===== config.mk =====
export PLATFORM = sky130hd
export DESIGN_NAME = glb_bank_req_arbiter
export DESIGN_NICKNAME = d
export VERILOG_FILES = /design/src/rtl/glb_bank_req_arbiter.sv
export SDC_FILE = /design/constraint.sdc
export NUM_CORES = 1
export LEC_CHECK = 0
export CAP_MARGIN = 30
export CORE_MARGIN = 1.5
export CORE_UTILIZATION = 46
export DETAILED_ROUTE_END_ITERATION = 7
export GPL_TIMING_DRIVEN = 0
export PLACE_DENSITY = 0.83
export REMOVE_ABC_BUFFERS = 1
export SYNTH_ARGS = -nofsm -noshare
export SYNTH_HDL_FRONTEND = slang
export SYNTH_SLANG_ARGS = --single-unit

===== constraint.sdc =====
create_clock -name clk -period 7.4 [get_ports clk]
set_input_delay 0.74 -clock clk [delete_from_list [all_inputs] [get_ports clk]]
set_output_delay 0.74 -clock clk [all_outputs]
set_load 0.1 [all_outputs]

===== src/rtl/glb_bank_req_arbiter.sv =====
// Two-port packet request arbiter in front of the bank controller.
// Per-port request FIFOs, round-robin issue gated by SRAM-config traffic, and tagged read-response routing.
module glb_bank_req_arbiter #(
    parameter int BANK_ADDR_WIDTH = 17,
    parameter int BANK_DATA_WIDTH = 64,
    parameter int FIFO_DEPTH      = 2,
    parameter int RD_LATENCY      = 3
) (
    input  logic                                 clk,
    input  logic                                 reset,
    input  logic [1:0]                           req_valid,
    output logic [1:0]                           req_ready,
    input  logic [1:0]                           req_wr,
    input  logic [1:0][BANK_ADDR_WIDTH-1:0]      req_addr,
    input  logic [1:0][BANK_DATA_WIDTH-1:0]      req_data,
    input  logic [1:0][BANK_DATA_WIDTH-1:0]      req_bit_sel,
    output logic [1:0]                           resp_valid,
    output logic [1:0][BANK_DATA_WIDTH-1:0]      resp_data,
    input  logic                                 cfg_busy,
    output logic                                 packet_wr_en,
    output logic [BANK_ADDR_WIDTH-1:0]           packet_wr_addr,
    output logic [BANK_DATA_WIDTH-1:0]           packet_wr_data,
    output logic [BANK_DATA_WIDTH-1:0]           packet_wr_data_bit_sel,
    output logic                                 packet_rd_en,
    output logic [BANK_ADDR_WIDTH-1:0]           packet_rd_addr,
    input  logic [BANK_DATA_WIDTH-1:0]           packet_rd_data,
    input  logic                                 packet_rd_data_valid,
    output logic                                 err_resp_mismatch
);

    localparam int PTR_W = (FIFO_DEPTH > 1) ? $clog2(FIFO_DEPTH) : 1;
    localparam int CNT_W = PTR_W + 1;
    localparam logic [CNT_W-1:0] DEPTH_C = CNT_W'(FIFO_DEPTH);

    logic                       fifo_wr      [2][FIFO_DEPTH];
    logic [BANK_ADDR_WIDTH-1:0] fifo_addr    [2][FIFO_DEPTH];
    logic [BANK_DATA_WIDTH-1:0] fifo_data    [2][FIFO_DEPTH];
    logic [BANK_DATA_WIDTH-1:0] fifo_bit_sel [2][FIFO_DEPTH];

    logic [PTR_W-1:0] wr_ptr [2];
    logic [PTR_W-1:0] rd_ptr [2];
    logic [CNT_W-1:0] count  [2];

    logic [1:0] push;
    logic [1:0] pop;
    logic [1:0] nonempty;
    logic       grant_valid;
    logic       grant_port;
    logic       rr_ptr;

    logic [RD_LATENCY-1:0] tag_valid;
    logic [RD_LATENCY-1:0] tag_port;
    logic                  fin_valid;
    logic                  fin_port;

    logic [1:0][BANK_DATA_WIDTH-1:0] resp_hold;

    // Readiness comes only from the registered count, so a pop never frees a slot in the same cycle.
    always_comb begin
        for (int p = 0; p < 2; p++) begin
            req_ready[p] = (count[p] != DEPTH_C);
            nonempty[p]  = (count[p] != '0);
            push[p]      = req_valid[p] & (count[p] != DEPTH_C);
        end
    end

    always_comb begin
        grant_valid = !cfg_busy && (nonempty != 2'b00);
        grant_port  = (nonempty == 2'b11) ? rr_ptr : nonempty[1];
        pop[0]      = grant_valid && !grant_port;
        pop[1]      = grant_valid && grant_port;
    end

    always_comb begin
        packet_wr_en           = 1'b0;
        packet_wr_addr         = '0;
        packet_wr_data         = '0;
        packet_wr_data_bit_sel = '0;
        packet_rd_en           = 1'b0;
        packet_rd_addr         = '0;
        if (grant_valid) begin
            if (fifo_wr[grant_port][rd_ptr[grant_port]]) begin
                packet_wr_en           = 1'b1;
                packet_wr_addr         = fifo_addr[grant_port][rd_ptr[grant_port]];
                packet_wr_data         = fifo_data[grant_port][rd_ptr[grant_port]];
                packet_wr_data_bit_sel = fifo_bit_sel[grant_port][rd_ptr[grant_port]];
            end else begin
                packet_rd_en   = 1'b1;
                packet_rd_addr = fifo_addr[grant_port][rd_ptr[grant_port]];
            end
        end
    end

    // Payload storage carries no reset; validity is tracked entirely by the counts.
    always_ff @(posedge clk) begin
        for (int p = 0; p < 2; p++) begin
            if (push[p]) begin
                fifo_wr[p][wr_ptr[p]]      <= req_wr[p];
                fifo_addr[p][wr_ptr[p]]    <= req_addr[p];
                fifo_data[p][wr_ptr[p]]    <= req_data[p];
                fifo_bit_sel[p][wr_ptr[p]] <= req_bit_sel[p];
            end
        end
    end

    always_ff @(posedge clk or posedge reset) begin
        if (reset) begin
            for (int p = 0; p < 2; p++) begin
                wr_ptr[p] <= '0;
                rd_ptr[p] <= '0;
                count[p]  <= '0;
            end
            rr_ptr <= 1'b0;
        end else begin
            for (int p = 0; p < 2; p++) begin
                if (push[p]) wr_ptr[p] <= wr_ptr[p] + 1'b1;
                if (pop[p])  rd_ptr[p] <= rd_ptr[p] + 1'b1;
                if (push[p] && !pop[p])      count[p] <= count[p] + 1'b1;
                else if (!push[p] && pop[p]) count[p] <= count[p] - 1'b1;
            end
            if (grant_valid) rr_ptr <= ~grant_port;
        end
    end

    // The tag pipe mirrors the bank read latency so the final stage lines up with returned data.
    always_ff @(posedge clk or posedge reset) begin
        if (reset) begin
            tag_valid <= '0;
            tag_port  <= '0;
        end else begin
            tag_valid[0] <= packet_rd_en;
            tag_port[0]  <= grant_port;
            for (int k = 1; k < RD_LATENCY; k++) begin
                tag_valid[k] <= tag_valid[k-1];
                tag_port[k]  <= tag_port[k-1];
            end
        end
    end

    assign fin_valid = tag_valid[RD_LATENCY-1];
    assign fin_port  = tag_port[RD_LATENCY-1];

    always_comb begin
        resp_valid = 2'b00;
        resp_data  = resp_hold;
        if (fin_valid && packet_rd_data_valid) begin
            resp_valid[fin_port] = 1'b1;
            resp_data[fin_port]  = packet_rd_data;
        end
    end

    always_ff @(posedge clk or posedge reset) begin
        if (reset) begin
            resp_hold         <= '0;
            err_resp_mismatch <= 1'b0;
        end else begin
            resp_hold <= resp_data;
            if (fin_valid ^ packet_rd_data_valid) err_resp_mismatch <= 1'b1;
        end
    end

endmodule


==> results.md, run 1 <==
- Run status: complete, no violations
- Residual antenna-violating net count after detailed routing: 0
- Routed via count divided by cell count: 6.16
- Number of setup violations in the final report: 0
- Crit path required time: 6.66 ns
- Share of the core filled with cells: 0.656
- Top fanout value on the critical path: 112
- Share of synthesized cell area in and, or, nand and nor gates: 0.0664
- Actual slew at the worst max-slew pin: 1.15 ns
- Fraction of layout instances using a drive strength above 1: 0.172
- GRT Overall Usage: 0.307
- Post-placement setup slack: 2.03 ns
- Number of global-route vias before repair: 23,907
- Layout Cells excl Fill: 3,846
- Number of top-level pins: 659
- Placed cells: 3,682
- Number of cells produced by synthesis: 2,226
- Fin worst setup slack: 1.24 ns
- Startpoint class of the critical path: flip-flop
- Slack of the worst reg-to-reg path: 4.03 ns
- Worst Hold Class: reg2reg
- Largest family of logic cells by synthesized area: multiplexers
- Synthesized-area fraction occupied by adder cells: 0.00123
- End of the worst hold path: tag_port[2]$_DFF_PP0_
- Antenna violations before repair: 23
- Core ar.: 0.0657 sq mm
- Average cell area after synthesis: 13.7 sq um
- Final setup TNS: 0 ns
- Post-route fraction of the period consumed by the critical path: 0.833
- Number of warnings reported in the yosys synthesis log: 0
- Slew Viols, Final: 0
- Maximum capacitance violations: 0
- Synth-to-Final Area Change: 41.3%
- R2R cell count: 10
- Sequential fraction of the synthesis area: 0.693
- # H-tree levels: 3
- Core Rows: 94
- Filler Cells Inserted: 4,225
- Endpoint of the lowest-slack register-to-register path: count[1]$_DFFE_PP0P_
- Die X-Extent: 261 um
- Post-synthesis xor/xnor area fraction: 0.00287
- Relative slew margins: 0.237
- Sequential Area: 0.0211 sq mm
- Area of the mapped netlist: 0.0305 sq mm
- Post-cts sizing count: 0
- Setup repair after global routing missed its margin: false
- Number of iterations in the first detailed-routing pass: 6
- Number of endpoints with negative hold slack in the final report: 0
- Compound-Gate Fraction of Synth Area: 0.0996
- Number of setup buffers added after CTS: 0
- CTS tree: built
- Multi-input gate area in the final layout: 0.00833 sq mm
- Post-synthesis cell type count: 35
- Wire length of the first global-routing pass: 155,000 um
- Top cells by area, synth: edfxtp_1, dfrtp_1, mux2_2
- Proportion of netlist area held by the largest area contributor: 0.575
- Launching point of the worst reg2reg path: count[2]$_DFFE_PP0P_
- TritonCTS Buffers: 77
- Upper clock frequency limit: 162 MHz
- Hold buffer count at CTS: 0
- Net count, final: 3,264
- Root cell of the clock tree: clkbuf_16
- Skew final: 0.0444 ns
- I/O Buffers: 658
- Worst hold path stage count: 0
- Height of the die: 261 um
- Arrival time reported for the critical path endpoint: 5.42 ns
- Clock latency at the later pin of the worst-skew pair: 0.64 ns
- Proportion of synthesized area in mux cells: 0.101
- Average wire per cell in the routed design: 28.2 um
- Start point of the worst hold path: tag_port[1]$_DFF_PP0_
- Initial DRC Count: 2,649
- Routed wire length: 109,000 um
- Kind of critical path: reg2out
- Element type at the critical path end: output pin
- Overflow left after global routing: 0
- Clock Path Buffers: 3
- Via Count: 23,707
- Final period demand of the worst path: 6.16 ns
- Synthesis-stage register bit count: 728
- Maximum number of pins on one net before global-route repair: 113
- Routability cong.: 0.880
- Starting density of the core: 0.464
- Cell taking the most area after synthesis: edfxtp_1
- Total die area: 0.0679 sq mm
- Register clock-pin slew on the reported worst setup and hold paths: 0.06 ns
- Estimated wirelength of the detail-placed design: 69,400 um
- Drt drc: 0
- Number of clock sinks seen by CTS: 728
-- synthesized netlist by cell type (all sizes together) --
cell,instances
edfxtp,584
nand2,443
mux2,273
a31oi,179
a21oi,165
o22ai,162
dfrtp,144
buf,109
clkbuf,86
nand2b,21
nor4b,17
inv,8
nor2,8
xnor2,6
xor2,4
and2,3
ha,3
and3,2
or2,2
a21o,1
a221oi,1
clkinv,1
o211ai,1
o21ai,1
o21ba,1
o21bai,1
-- kinds of logic after synthesis --
group,after synthesis
flip-flops,728
AO/OA/AOI/OAI,512
AND/OR/NAND/NOR,496
multiplexers,273
buffers and inverters,204
XOR/XNOR,10
adder cells (fa/ha/maj),3
-- sequential cells by signal, indices dropped and copies added, names as in the netlist --
signal / count
fifo_bit_sel: 256
fifo_data: 256
resp_hold: 128
fifo_addr: 68
count: 4
fifo_wr: 4
tag_port: 3
tag_valid: 3
rd_ptr: 2
wr_ptr: 2
err_resp_mismatch: 1
rr_ptr: 1
-- stage by stage --
stage	hold slack, ns	instance area [sq um]
final	0.353	43100
after global routing	0.360	43100
after CTS	0.356	43000
after global placement	0.332	37100
after detailed placement	0.341	40500
after floorplan	0.331	29400
-- layout by cell type, fill, tap and decap left out, types with 3 or more instances in the layout --
cell type,instances
a21oi_1,164
nor4b_1,17
mux2_2,244
xnor2_1,6
clkinv_1,11
ha_1,3
buf_8,4
clkinv_2,15
clkdlybuf4s50_1,658
clkbuf_1,20
inv_6,3
o22ai_1,162
inv_1,6
xor2_1,4
buf_12,19
dfrtp_1,144
nand2b_1,20
buf_16,108
clkinvlp_4,5
diode_2,18
clkbuf_16,79
a31oi_1,179
nor2_1,4
clkbuf_8,4
edfxtp_1,584
clkinv_16,3
mux2_1,29
nand2_1,441
-- worst max-delay path: stages (launching register included) --
cell and delay (ns):
dfrtp_1 0.48, o21bai_4 0.53, buf_16 0.25, buf_12 0.23, nand2_8 0.26, inv_8 0.43
buf_16 0.46, a31oi_1 0.17, o22ai_1 0.48, clkdlybuf4s50_1 1.25
-- routing by layer --
layer  wire length, um  track usage
met1             35700        0.355
met2             53200        0.508
met3             13100       0.0906
met4              6550        0.178
met5               113            0
-- cell type report --
class / instances / area share
flip-flops and latches: 728 / 0.490
repair buffers: 789 / 0.232
multi-input cells: 1294 / 0.193
clock buffers: 105 / 0.0492
well taps: 864 / 0.0251
clock inverters: 39 / 0.00821
inverters: 9 / 0.00107
diodes: 18 / 0.00104
-- worst max-delay path by stage --
stage,start,endpoint,slack (ns),cells after the start
after global routing,count[2]$_DFFE_PP0P_,packet_wr_data[22],1.17,9
after detailed placement,count[2]$_DFFE_PP0P_,packet_wr_data[22],2.03,9
after floorplan,count[0]$_DFFE_PP0P_,packet_wr_data_bit_sel[62],-2.56,4
final,count[2]$_DFFE_PP0P_,packet_wr_data[22],1.24,9
after global placement,count[1]$_DFFE_PP0P_,packet_wr_data[22],-11.56,5
after CTS,count[2]$_DFFE_PP0P_,packet_wr_data[22],1.31,9
Power of run 1 is not shown: default switching activity piles up to over one toggle a cycle in this logic, so the estimate is an artifact.
==> inputs of run 2 (changes only) <==
--- a/config.mk
+++ b/config.mk
@@ -6,9 +6,9 @@
 export NUM_CORES = 1
 export LEC_CHECK = 0
 export CAP_MARGIN = 30
-export CORE_MARGIN = 1.5
-export CORE_UTILIZATION = 46
+export CORE_AREA = 2 2 255 257
 export DETAILED_ROUTE_END_ITERATION = 7
+export DIE_AREA = 0 0 257 259
 export GPL_TIMING_DRIVEN = 0
 export PLACE_DENSITY = 0.83
 export REMOVE_ABC_BUFFERS = 1
==> constraint.sdc (replaced) <==
create_clock -name clk -period 6.3 [get_ports clk]
set_input_delay 0.63 -clock clk [delete_from_list [all_inputs] [get_ports clk]]
set_output_delay 0.63 -clock clk [all_outputs]
set_load 0.1 [all_outputs]
==> results.md, run 2 (same netlist as run 1, synthesis figures left out) <==
- Element type at the critical path end: output pin
- Crit path required time: 5.67 ns (-0.99 ns)
- CTS tree: built
- Most common cell after layout, fill and taps aside: clkdlybuf4s50_1
- Drt drc: 0 (unchanged)
- Starting density of the core: 0.478 (+0.0135)
- Core Rows: 93 (-1.1%)
- Synth-to-Final Area Change: 39.9%
- Layout Cells excl Fill: 3,826 (-0.52%)
- Slew Viols, Final: 0 (unchanged)
- Net count, final: 3,255 (-0.28%)
- TritonCTS Buffers: 76 (-1.3%)
- Sequential Area: 0.0211 sq mm (unchanged)
- Total die area: 0.0666 sq mm (-1.9%)
- Startpoint class of the critical path: flip-flop
- Die X-Extent: 257 um (-1.4%)
- Filler Cells Inserted: 3,954 (-6.4%)
- Final Instance Area: 0.0427 sq mm (-1.0%)
- Routed wire length: 106,000 um (-2.6%)
- Antenna violations before repair: 27 (+17%)
- Average wire per cell in the routed design: 27.6 um (-2.1%)
- Run status: complete, no violations
- I/O Buffers: 658 (unchanged)
- Actual slew at the worst max-slew pin: 1.07 ns (-0.0775 ns)
- Clock Path Buffers: 3 (unchanged)
- Initial DRC Count: 2,875 (+8.5%)
- Fraction of layout instances using a drive strength above 1: 0.181 (+0.00935)
- Final period demand of the worst path: 6.17 ns
- Critical-path cell with the highest stage delay: clkdlybuf4s50_1
- Number of iterations in the first detailed-routing pass: 6 (unchanged)
- Worst hold margin: 0.347 ns (-0.00606 ns)
- Worst Hold Class: reg2reg
- Number of clock sinks seen by CTS: 728 (unchanged)
- Clock latency at the later pin of the worst-skew pair: 0.62 ns (-0.02 ns)
- Root cell of the clock tree: clkbuf_16
- Number of setup violations in the final report: 0 (unchanged)
- Setup repair after global routing missed its margin: false
- Largest stage delay on the critical path: 1.01 ns (-0.24 ns)
- Via Count: 23,509 (-0.84%)
- Multi-input gate area in the final layout: 0.00835 sq mm (+0.23%)
- # H-tree levels: 3 (unchanged)
- Post-route fraction of the period consumed by the critical path: 0.980
- Height of the die: 259 um (-0.59%)
- Number of global-route vias before repair: 23,820 (-0.36%)
- Wire length of the first global-routing pass: 154,000 um (-0.67%)
- Routability cong.: 0.893 (+1.4%)
- Routed via count divided by cell count: 6.14 (-0.32%)
- Maximum capacitance violations: 0 (unchanged)
- Upper clock frequency limit: 162 MHz
- Placed cells: 3,664 (-0.49%)
- Instance area after placement: 0.0403 sq mm (-0.66%)
- Estimated wirelength of the detail-placed design: 67,100 um (-3.4%)
- Skew final: 0.0285 ns (-0.0159 ns)
- Maximum number of pins on one net before global-route repair: 103 (-8.8%)
- Top fanout value on the critical path: 80 (-29%)
- Register clock-pin slew on the reported worst setup and hold paths: 0.06 ns (about the same)
- Cell Chain, Critical Path: o21bai_4, buf_12, buf_12, buf_12, nand2_8, o211ai_4, buf_12, buf_16, buf_12, o22ai_1, clkdlybuf4s50_1
- GRT Overall Usage: 0.306 (-0.000883)
- Residual antenna-violating net count after detailed routing: 0 (unchanged)
- Number of top-level pins: 659 (unchanged)
- Number of endpoints with negative hold slack in the final report: 0 (unchanged)
- Most prevalent standard cell on the critical path: buf_12
- Arrival time reported for the critical path endpoint: 5.54 ns (+0.12 ns)
- Relative slew margins: 0.286 (+0.0494)
- Core ar.: 0.0639 sq mm (-2.8%)
- Kind of critical path: reg2out
- Overflow left after global routing: 0 (unchanged)
- Top library cells by usage in the layout, fill and taps aside: clkdlybuf4s50_1, edfxtp_1, nand2_1
[run 2: changes by cell type in the layout (fill, tap and decap cells not counted), moves of 3 or more]
cell             delta
clkdlybuf4s50_1    -67
clkbuf_2           +34
dlygate4sd2_1      +28
buf_16             -10
bufinv_16           +6
clkbuf_1            -4
clkdlybuf4s15_2     +4
clkinvlp_4          -4
diode_2             +4
clkinv_1            +3
clkinv_16           -3
[run 2: final cells by class]
class,count,area share
Antenna cell,22,0.00129
Clock buffer,95,0.0472
Clock inverter,42,0.0104
Inverter,9,0.00120
Multi-Input combinational cell,1295,0.196
Sequential cell,728,0.495
Tap cell,855,0.0251
Timing Repair Buffer,780,0.224
[run 2: final timing paths]
kind	startpoint	end	slack (ns)	depth (start not counted)
min in group asynchronous	reset	resp_hold[126]$_DFF_PP0_	0.43	2
min reg2reg	tag_port[1]$_DFF_PP0_	tag_port[2]$_DFF_PP0_	0.35	0
min	tag_port[1]$_DFF_PP0_	tag_port[2]$_DFF_PP0_	0.35	0
max reg2reg	count[2]$_DFFE_PP0P_	count[1]$_DFFE_PP0P_	1.79	13
max	count[2]$_DFFE_PP0P_	packet_wr_data[6]	0.13	11
max in group asynchronous	reset	resp_hold[55]$_DFF_PP0_	5.00	3
[run 2: repair_timing]
action	CTS	global route
hold buffers	0	0
gates resized for setup	74	71
pin swaps	0	1
setup endpoints to repair	66	70
gates cloned	0	1
buffers inserted	0	0
[run 2: stage by stage]
stage / TNS, ns / setup slack (ns) / util
floorplan: -1146.27 / -3.55 / -
global placement: -4497.08 / -12.68 / 0.581
detailed placement: 0 / 0.0655 / 0.630
CTS: 0 / 0.00277 / 0.668
global route: 0 / 0.000628 / 0.668
finish: 0 / 0.127 / 0.668
[run 2: critical path: cells and delay by family (launching register included)]
kind,cells,cell delay [ns]
AOI/OAI and AO/OA,3,1.41
buffers and inverters,7,2.44
DFF,1,0.48
and+or+nand+nor,1,0.38
[run 2: per-layer routing]
layer  vias up  wire (um)  track usage
met5         -        107            0
met2      1783      51500        0.511
met1     11587      36000        0.355
met3       391      11700       0.0876
li1       9732          -            -
met4        16       6590        0.173
Power of run 2 is left out for the same reason.
